File: src/rtl/lsu_pkg.sv
// Shared FSM encoding, RISC-V funct3 codes and the legality check for the
// load/store unit.
package lsu_pkg;

  typedef enum logic [2:0] {
    IDLE   = 3'd0,
    ACCESS = 3'd1,
    MERGE  = 3'd2,
    DONE   = 3'd3,
    ERR    = 3'd4
  } lsuState_t;

  localparam logic [2:0] F3_LB  = 3'b000;
  localparam logic [2:0] F3_LH  = 3'b001;
  localparam logic [2:0] F3_LW  = 3'b010;
  localparam logic [2:0] F3_LBU = 3'b100;
  localparam logic [2:0] F3_LHU = 3'b101;
  localparam logic [2:0] F3_SB  = 3'b000;
  localparam logic [2:0] F3_SH  = 3'b001;
  localparam logic [2:0] F3_SW  = 3'b010;

  // Low two funct3 bits give the access size for both loads and stores.
  function automatic logic isIllegal(input logic isStore, input logic [2:0] f3,
                                     input logic [1:0] off);
    logic bad;
    bad = 1'b0;
    if (isStore) bad = (f3 >= 3'd3);
    else         bad = (f3 == 3'b011) || (f3 == 3'b110) || (f3 == 3'b111);
    if ((f3[1:0] == 2'b01) && off[0])         bad = 1'b1;
    if ((f3[1:0] == 2'b10) && (off != 2'b00)) bad = 1'b1;
    return bad;
  endfunction

endpackage

File: src/rtl/lsu_load_align.sv
// Combinational lane select and sign/zero extension of a little-endian
// memory word for LB/LH/LW/LBU/LHU.
module lsu_load_align
  import lsu_pkg::*;
#(
  parameter int DATA_WIDTH = 32
) (
  input  logic [2:0]            funct3,
  input  logic [1:0]            byteOff,
  input  logic [DATA_WIDTH-1:0] word,
  output logic [DATA_WIDTH-1:0] ext
);

  logic [7:0]  byteVal;
  logic [15:0] halfVal;

  always_comb begin
    byteVal = word[{byteOff, 3'b000} +: 8];
    halfVal = word[{byteOff[1], 4'b0000} +: 16];
    ext     = word;
    case (funct3)
      F3_LB:   ext = {{(DATA_WIDTH-8){byteVal[7]}}, byteVal};
      F3_LBU:  ext = {{(DATA_WIDTH-8){1'b0}}, byteVal};
      F3_LH:   ext = {{(DATA_WIDTH-16){halfVal[15]}}, halfVal};
      F3_LHU:  ext = {{(DATA_WIDTH-16){1'b0}}, halfVal};
      default: ext = word;
    endcase
  end

endmodule

File: src/rtl/load_store_unit.sv
// Multi-cycle load/store unit: captures a core request, performs the memory
// access (read-modify-write for SB/SH) and pulses done, with fault on errors.
module load_store_unit
  import lsu_pkg::*;
#(
  parameter int DATA_WIDTH = 32,
  parameter int ADDR_WIDTH = 6
) (
  input  logic                  clock,
  input  logic                  resetn,
  input  logic                  req,
  input  logic                  isStore,
  input  logic [2:0]            funct3,
  input  logic [ADDR_WIDTH+1:0] byteAddr,
  input  logic [DATA_WIDTH-1:0] storeData,
  output logic [DATA_WIDTH-1:0] loadData,
  output logic                  done,
  output logic                  fault,
  output logic                  stall,
  output logic                  memRead,
  output logic                  memWrite,
  output logic [ADDR_WIDTH-1:0] memAddress,
  output logic [DATA_WIDTH-1:0] memWriteData,
  input  logic [DATA_WIDTH-1:0] memReadData
);

  lsuState_t state, nextState;

  logic                  capStore;
  logic [2:0]            capFunct3;
  logic [ADDR_WIDTH+1:0] capAddr;
  logic [DATA_WIDTH-1:0] capData;
  logic [DATA_WIDTH-1:0] mergeReg;
  logic [DATA_WIDTH-1:0] mergedWord;
  logic [DATA_WIDTH-1:0] alignOut;
  logic                  illegal;
  logic                  capIsSw;

  assign illegal    = isIllegal(isStore, funct3, byteAddr[1:0]);
  assign capIsSw    = capStore && (capFunct3 == F3_SW);
  assign memAddress = capAddr[ADDR_WIDTH+1:2];
  assign stall      = req & ~done;

  lsu_load_align #(.DATA_WIDTH(DATA_WIDTH)) uAlign (
    .funct3  (capFunct3),
    .byteOff (capAddr[1:0]),
    .word    (memReadData),
    .ext     (alignOut)
  );

  always_ff @(posedge clock or negedge resetn) begin
    if (!resetn) state <= IDLE;
    else         state <= nextState;
  end

  always_comb begin
    nextState = state;
    case (state)
      IDLE:    if (req) nextState = illegal ? ERR : ACCESS;
      ACCESS:  nextState = (capStore && !capIsSw) ? MERGE : DONE;
      MERGE:   nextState = DONE;
      DONE:    nextState = IDLE;
      ERR:     nextState = IDLE;
      default: nextState = IDLE;
    endcase
  end

  // Sub-word store: replace only the addressed lane of the word read in ACCESS.
  always_comb begin
    mergedWord = mergeReg;
    if (capFunct3 == F3_SB) mergedWord[{capAddr[1:0], 3'b000} +: 8]  = capData[7:0];
    else                    mergedWord[{capAddr[1], 4'b0000} +: 16] = capData[15:0];
  end

  always_comb begin
    memRead      = 1'b0;
    memWrite     = 1'b0;
    memWriteData = '0;
    done         = 1'b0;
    fault        = 1'b0;
    case (state)
      ACCESS: begin
        if (capIsSw) begin
          memWrite     = 1'b1;
          memWriteData = capData;
        end else begin
          memRead = 1'b1;
        end
      end
      MERGE: begin
        memWrite     = 1'b1;
        memWriteData = mergedWord;
      end
      DONE: done = 1'b1;
      ERR: begin
        done  = 1'b1;
        fault = 1'b1;
      end
      default: ;
    endcase
  end

  always_ff @(posedge clock or negedge resetn) begin
    if (!resetn) begin
      capStore  <= 1'b0;
      capFunct3 <= '0;
      capAddr   <= '0;
      capData   <= '0;
      mergeReg  <= '0;
      loadData  <= '0;
    end else begin
      if (state == IDLE && req) begin
        capStore  <= isStore;
        capFunct3 <= funct3;
        capAddr   <= byteAddr;
        capData   <= storeData;
      end
      if (state == ACCESS) begin
        if (!capStore)    loadData <= alignOut;
        else if (!capIsSw) mergeReg <= memReadData;
      end
    end
  end

endmodule

File: config.mk
export PLATFORM = sky130hd
export DESIGN_NAME = load_store_unit
export DESIGN_NICKNAME = d
export VERILOG_FILES = /design/src/rtl/lsu_pkg.sv /design/src/rtl/lsu_load_align.sv /design/src/rtl/load_store_unit.sv
export SDC_FILE = /design/constraint.sdc
export NUM_CORES = 1
export LEC_CHECK = 0
export BUFFER_PORTS_ARGS = -buffer_cell sky130_fd_sc_hd__buf_2
export CAP_MARGIN = 10
export CORE_MARGIN = 3
export CORE_UTILIZATION = 45
export CTS_BUF_LIST = sky130_fd_sc_hd__clkbuf_16
export DETAILED_ROUTE_END_ITERATION = 8
export PLACE_DENSITY = 0.72
export SLEW_MARGIN = 40
export SYNTH_ARGS = -nofsm -noshare
export SYNTH_HDL_FRONTEND = slang
export SYNTH_HIERARCHICAL = 1
export SYNTH_SLANG_ARGS = --single-unit
File: constraint.sdc
create_clock -name clock -period 2.5 [get_ports clock]
set_input_delay 0.25 -clock clock [delete_from_list [all_inputs] [get_ports clock]]
set_output_delay 0.25 -clock clock [all_outputs]
set_load 0.005 [all_outputs]
==> results of run 1 <==
final timing paths:
path / start / endpoint / slack, ps / depth (start not counted)
min reg2reg: loadData[6]$_DFFE_PN0P_ / loadData[6]$_DFFE_PN0P_ / 490 / 1
max: capAddr[1]$_DFFE_PN0P_ / memWriteData[24] / 130 / 8
min in group asynchronous: resetn / mergeReg[27]$_DFFE_PN0P_ / 450 / 2
max in group asynchronous: resetn / capAddr[3]$_DFFE_PN0P_ / 1320 / 3
max reg2reg: capAddr[0]$_DFFE_PN0P_ / loadData[30]$_DFFE_PN0P_ / 210 / 6
min: storeData[20] / capData[20]$_DFFE_PN0P_ / 110 / 2
per-layer routing:
layer,part of all wire,track usage,up-vias
met3,0.054,0.0442,32
li1,-,-,2327
met4,0.025,0.0826,0
met2,0.49,0.394,171
met1,0.43,0.322,2530
met5,0,0,-
worst register-to-register path: cells and delay by family, from the launching register on:
family | cells | cell delay (ps)
AO/OA/AOI/OAI | 1 | 410
multiplexers | 2 | 860
AND/OR/NAND/NOR | 2 | 300
buffers and inverters | 1 | 190
flip-flops | 1 | 410
cells in the mapped netlist (all sizes together) (2+ instances only):
library cell,count,area (um2)
mux2,127,1430
dfrtp,111,2780
nand2,98,373
o21ai,54,270
buf,30,204
a221oi,17,149
a22oi,16,120
a21oi,14,70.1
clkbuf,13,48.8
mux2i,11,110
nor2,11,43.8
a221o,8,80.1
inv,7,26.3
ha,5,62.6
nor2b,5,31.3
nor3b,5,53.8
nor3,3,20.0
nor4,3,25.0
a41oi,2,17.5
nand2b,2,12.5
nand3,2,10.0
o211ai,2,15.0
o21bai,2,26.3
or3b,2,17.5
logic make-up after synthesis:
| kind of cell | share of synthesized area |
|---|---|
| muxes | 0.255 |
| and+or+nand+nor | 0.0999 |
| AOI/OAI and AO/OA | 0.135 |
| DFF | 0.453 |
| buffers and inverters | 0.0461 |
| adders and majority gates | 0.0102 |
| xor gates and xnor gates | 0.00143 |
flip-flops by register name (all words and copies together), names as in the netlist:
name       count
capAddr        8
capData       32
capFunct3      3
capStore       1
loadData      32
mergeReg      32
state          3
power breakdown:
part	switching (W)	internal (W)
sequential	0.000929	0.00271
clock	0.000725	0.000692
combinational	0.00237	0.00250
cell type report:
| type | count | area [um2] |
|---|---|---|
| Timing Repair Buffer | 175 | 968 |
| Tap cell | 176 | 220 |
| Clock buffer | 9 | 225 |
| Fill cell | 1144 | 5880 |
| Multi-Input combinational cell | 403 | 3140 |
| Inverter | 8 | 32.5 |
| Clock inverter | 7 | 56.3 |
| Sequential cell | 111 | 2780 |
timing repair:
item	CTS	global route
setup buffers	2	0
pin swaps	2	1
endpoints found under the setup margin	19	33
endpoints found under the hold margin	46	0
resized for setup	8	16
hold buffers	1	0
cloned	0	0
per-stage QoR:
| stage | cell area (um2) | utilization | power [W] | worst slack, ps | hold WS [ps] |
|---|---|---|---|---|---|
| floorplan | 6140 | - | 0.00669 | 46.5 | -45.6 |
| global placement | 7040 | 0.529 | 0.00811 | 289 | 314 |
| detailed placement | 7040 | 0.529 | 0.00829 | 269 | 319 |
| CTS | 7380 | 0.555 | 0.00982 | 7.38 | 101 |
| global route | 7420 | 0.558 | 0.0106 | 1.63 | 111 |
| finish | 7420 | 0.558 | 0.00993 | 131 | 110 |
==> flow_summary.ini, run 1 <==
[run_status]
status = finished, final reports clean

[timing]
fin_crit_sh = 0.948
maxSlewHeadroom = 0.566
finalCriticalPeriod_ps = 2370
worst_slew_pin_slew_ps = 650
rsz0062_at_grt = false
drv_slew = 0
setup_tns_ps = 0
skew_ps = 5.92
fmax_mhz = 422
setup_violations = 0
hold_violations = 0

[drt]
drtAntennaViolNets = 0
drc = 0
num_vias = 5060
totalWireLength_um = 17800
avgViaCountPerCell = 5.69
routedWlPerCell_um = 20.0
drtIter0Drc = 343
first_pass_iters = 5

[die]
boundaryPins = 154
start_util = 0.462
rows = 42
die_h_um = 123
core_um2 = 13300
dieArea_um2 = 15100
die_w_um = 123

[final_layout]
antenna_cells = 0
post_layout_nonfiller_instances = 889
fin_nets = 792
drive_gt1_frac = 0.468
final_common_cell = buf_2
final_cell_mix = 152 x buf_2, 125 x mux2_2, 110 x dfrtp_1
syn_to_final_growth_pct = 20.9

[clocking]
clockBufferDepth = 2
htree_levels = 3
cts.reportedPaths.clkPinSlew_ps = 80
clk_latency_ps = 370
numClockSinks = 111
cts_buffers = 9
root_buffer = clkbuf_16
cts_tree = yes

[pwr]
vdd_drop_max_mv = 0.577
p_leak_nw = 3.43
powerDensity_nw_per_um2 = 1340

[placement]
gp_congestion = 0.873
place_hpwl_um = 12900
place_inst = 870
portBuffers = 153

[worst_setup_path]
crit_arrival_ps = 2120
crit_type = flip-flop to primary output
worst-path-buf-inv = 4
crit_path_start_kind = flip-flop
worstPathCellList = buf_4 -> ha_1 -> clkinv_1 -> nor4_4 -> buf_4 -> a221oi_1 -> o21ai_1 -> buf_2
worst_ep_required_time_ps = 2250
crit_family = buffers and inverters
crit_top_cell = buf_4
cpMaxStageDelayCell = dfrtp_1
cp-end-kind = primary output
cp_max_fo = 12
worst_path_largest_cell_delay_ps = 370

[global_routing]
antenna_found_initial = 0
grt_max_degree = 49
grt_overflow_total = 0
grtUsageTotal = 0.241
grt_pass1_wl_um = 27800
grt_pass1_vias = 5137

[synth]
synth_ff_type = dfrtp_1
synth_cells = 565
synth_area_um2 = 6140
syn_nets = 649
synth.avg_cell_area_um2 = 10.9
ys_ff_latch = 111
yosysSeqAreaShare = 0.453
ys_types = 50
synth_edf_count = 0
async_flop_share = 1.00
ys_warn_count = 6

[run]
maxCapViolCount = 0

[min_path]
hp-class = input port to flip-flop
No activity file was read; power rests on OpenSTA's default activity.
==> run 2: changes to the inputs <==
- SETUP_SLACK_MARGIN: default -> 0.3
==> run 2 against run 1 <==
- critical path depth stayed put
- largest power group unchanged
- cell count is 2.7% higher
- non-clock buffer count is 24 higher
- critical endpoint is now memWriteData[5]
- final area is 4.8% higher
==> flow_summary.ini, run 2 (same netlist as run 1, synthesis figures left out) <==
[pwr]
powerDensity_nw_per_um2 = 1350
p_clk_frac = 0.137
internal_power_w = 0.00635
comb_power_share = 0.516
p_leak_nw = 3.59
vdd_drop_max_mv = 0.646
pwr-share-seq = 0.347
switchingPower_w = 0.00418
sw_frac_of_total = 0.397

[timing]
fin_crit_sh = 0.948
fmax_mhz = 422
skew_ps = 10.9
rsz0062_at_grt = true
hold_violations = 0
finalCriticalPeriod_ps = 2370
maxSlewHeadroom = 0.534
worst_slew_pin_slew_ps = 699
setup_violations = 0
setup_tns_ps = 0
drv_slew = 0

[final_layout]
final_common_cell = buf_2
stdcell_area_um2 = 7780
drive_gt1_frac = 0.517
syn_to_final_growth_pct = 26.7
finish.utilization = 0.585
final_cell_mix = 152 x buf_2, 125 x mux2_2, 104 x dfrtp_1
fin_nets = 816
antenna_cells = 0
reg_top3 = capData: 32 flops, loadData: 32 flops, mergeReg: 32 flops
post_layout_nonfiller_instances = 913

[worst_setup_path]
worst_ep_required_time_ps = 2250
crit_arrival_ps = 2120
critPathLaunch = capAddr[1]$_DFFE_PN0P_
setup.worst_path.end = memWriteData[5]
cp-end-kind = primary output
r2r-end = loadData[19]$_DFFE_PN0P_
r2r-start = capAddr[0]$_DFFE_PN0P_
crit_path_start_kind = flip-flop
cp_max_fo = 7
reg2reg_depth = 8
crit_type = flip-flop to primary output
rrSetupSlack_ps = 300

[clocking]
numClockSinks = 111
htree_levels = 3
cts.reportedPaths.clkPinSlew_ps = 70
cts_buffers = 9
root_buffer = clkbuf_16
cts_tree = yes
clockBufferDepth = 2
clk_latency_ps = 350

[drt]
num_vias = 5318
drc = 0
avgViaCountPerCell = 5.82
totalWireLength_um = 18000
drtAntennaViolNets = 0
drtIter0Drc = 411
routedWlPerCell_um = 19.7
first_pass_iters = 5

[run]
maxCapViolCount = 0

[global_routing]
grtUsageTotal = 0.231
grt_overflow_total = 0
grt_pass1_vias = 5094
grt_pass1_wl_um = 26900
grt_max_degree = 53
antenna_found_initial = 0

[die]
start_util = 0.462
die_h_um = 123
die_w_um = 123
boundaryPins = 154
core_um2 = 13300
rows = 42
dieArea_um2 = 15100

[placement]
portBuffers = 153
place_inst = 867
gp_congestion = 0.920
place_hpwl_um = 12600
placed_cell_area_um2 = 7040

[run_status]
status = finished, final reports clean

[min_path]
hp-class = input port to flip-flop
run 2: cell types whose count changed in the layout (fill, tap and decap cells not counted), moves of 6 or more:
cell,delta
a221oi_1,-6
buf_4,+15
a221oi_2,+6
dfrtp_2,+6
o21ai_0,-6
dfrtp_1,-6
run 2: metal layers:
| metal | global-route usage | share of wire | up-vias |
|---|---|---|---|
| li1 | - | - | 2387 |
| met1 | 0.296 | 0.41 | 2667 |
| met2 | 0.399 | 0.51 | 231 |
| met3 | 0.0452 | 0.066 | 33 |
| met4 | 0.0616 | 0.019 | 0 |
| met5 | 0 | 0 | - |
run 2: metrics by stage:
stage	setup slack (ps)	hold WS, ps	total power, W
global placement	268	327	0.00814
detailed placement	207	346	0.00833
floorplan	321	-45.6	0.00675
global route	71.7	121	0.0112
finish	130	122	0.0105
CTS	181	115	0.0102
run 2: how the worst min path moves through the flow:
stage / from / endpoint / slack, ps / depth (start not counted)
6_report: storeData[17] / capData[17]$_DFFE_PN0P_ / 120 / 2
5_1_grt: storeData[19] / capData[19]$_DFFE_PN0P_ / 120 / 2
4_1_cts: storeData[17] / capData[17]$_DFFE_PN0P_ / 110 / 2
3_5_place_dp: resetn / loadData[25]$_DFFE_PN0P_ / 350 / 1
3_3_place_gp: resetn / loadData[25]$_DFFE_PN0P_ / 330 / 1
2_1_floorplan: resetn / capAddr[0]$_DFFE_PN0P_ / -50 / 0
run 2: final cells by class:
cell class	instances	area [um2]
Multi-Input combinational cell	403	3230
Sequential cell	111	2790
Clock buffer	9	225
Fill cell	1079	5520
Clock inverter	7	70.1
Timing Repair Buffer	199	1200
Tap cell	176	220
Inverter	8	40.0
run 2: repair_timing:
item	CTS	global route
buffers inserted	18	10
pin swaps	26	17
gates resized for setup	39	23
endpoints found under the hold margin	50	0
gates cloned	0	1
hold buffers	1	0
endpoints found under the setup margin	48	39
run 2: power by group through the flow:
stage	registers, W	logic [W]	clock network [W]
4_1_cts	0.00361	0.00508	0.00148
6_report	0.00366	0.00544	0.00144
3_3_place_gp	0.00356	0.00457	0
2_1_floorplan	0.00328	0.00348	0
5_1_grt	0.00375	0.00588	0.00155
3_5_place_dp	0.00361	0.00472	0
run 2: critical path, cell delays in order (launching register included):
cell     delay [ps]
dfrtp_2         450
inv_4           110
ha_4            230
nor3b_4         260
buf_6           170
nand2_2          50
a221o_1         320
nand2_1          70
buf_2           110
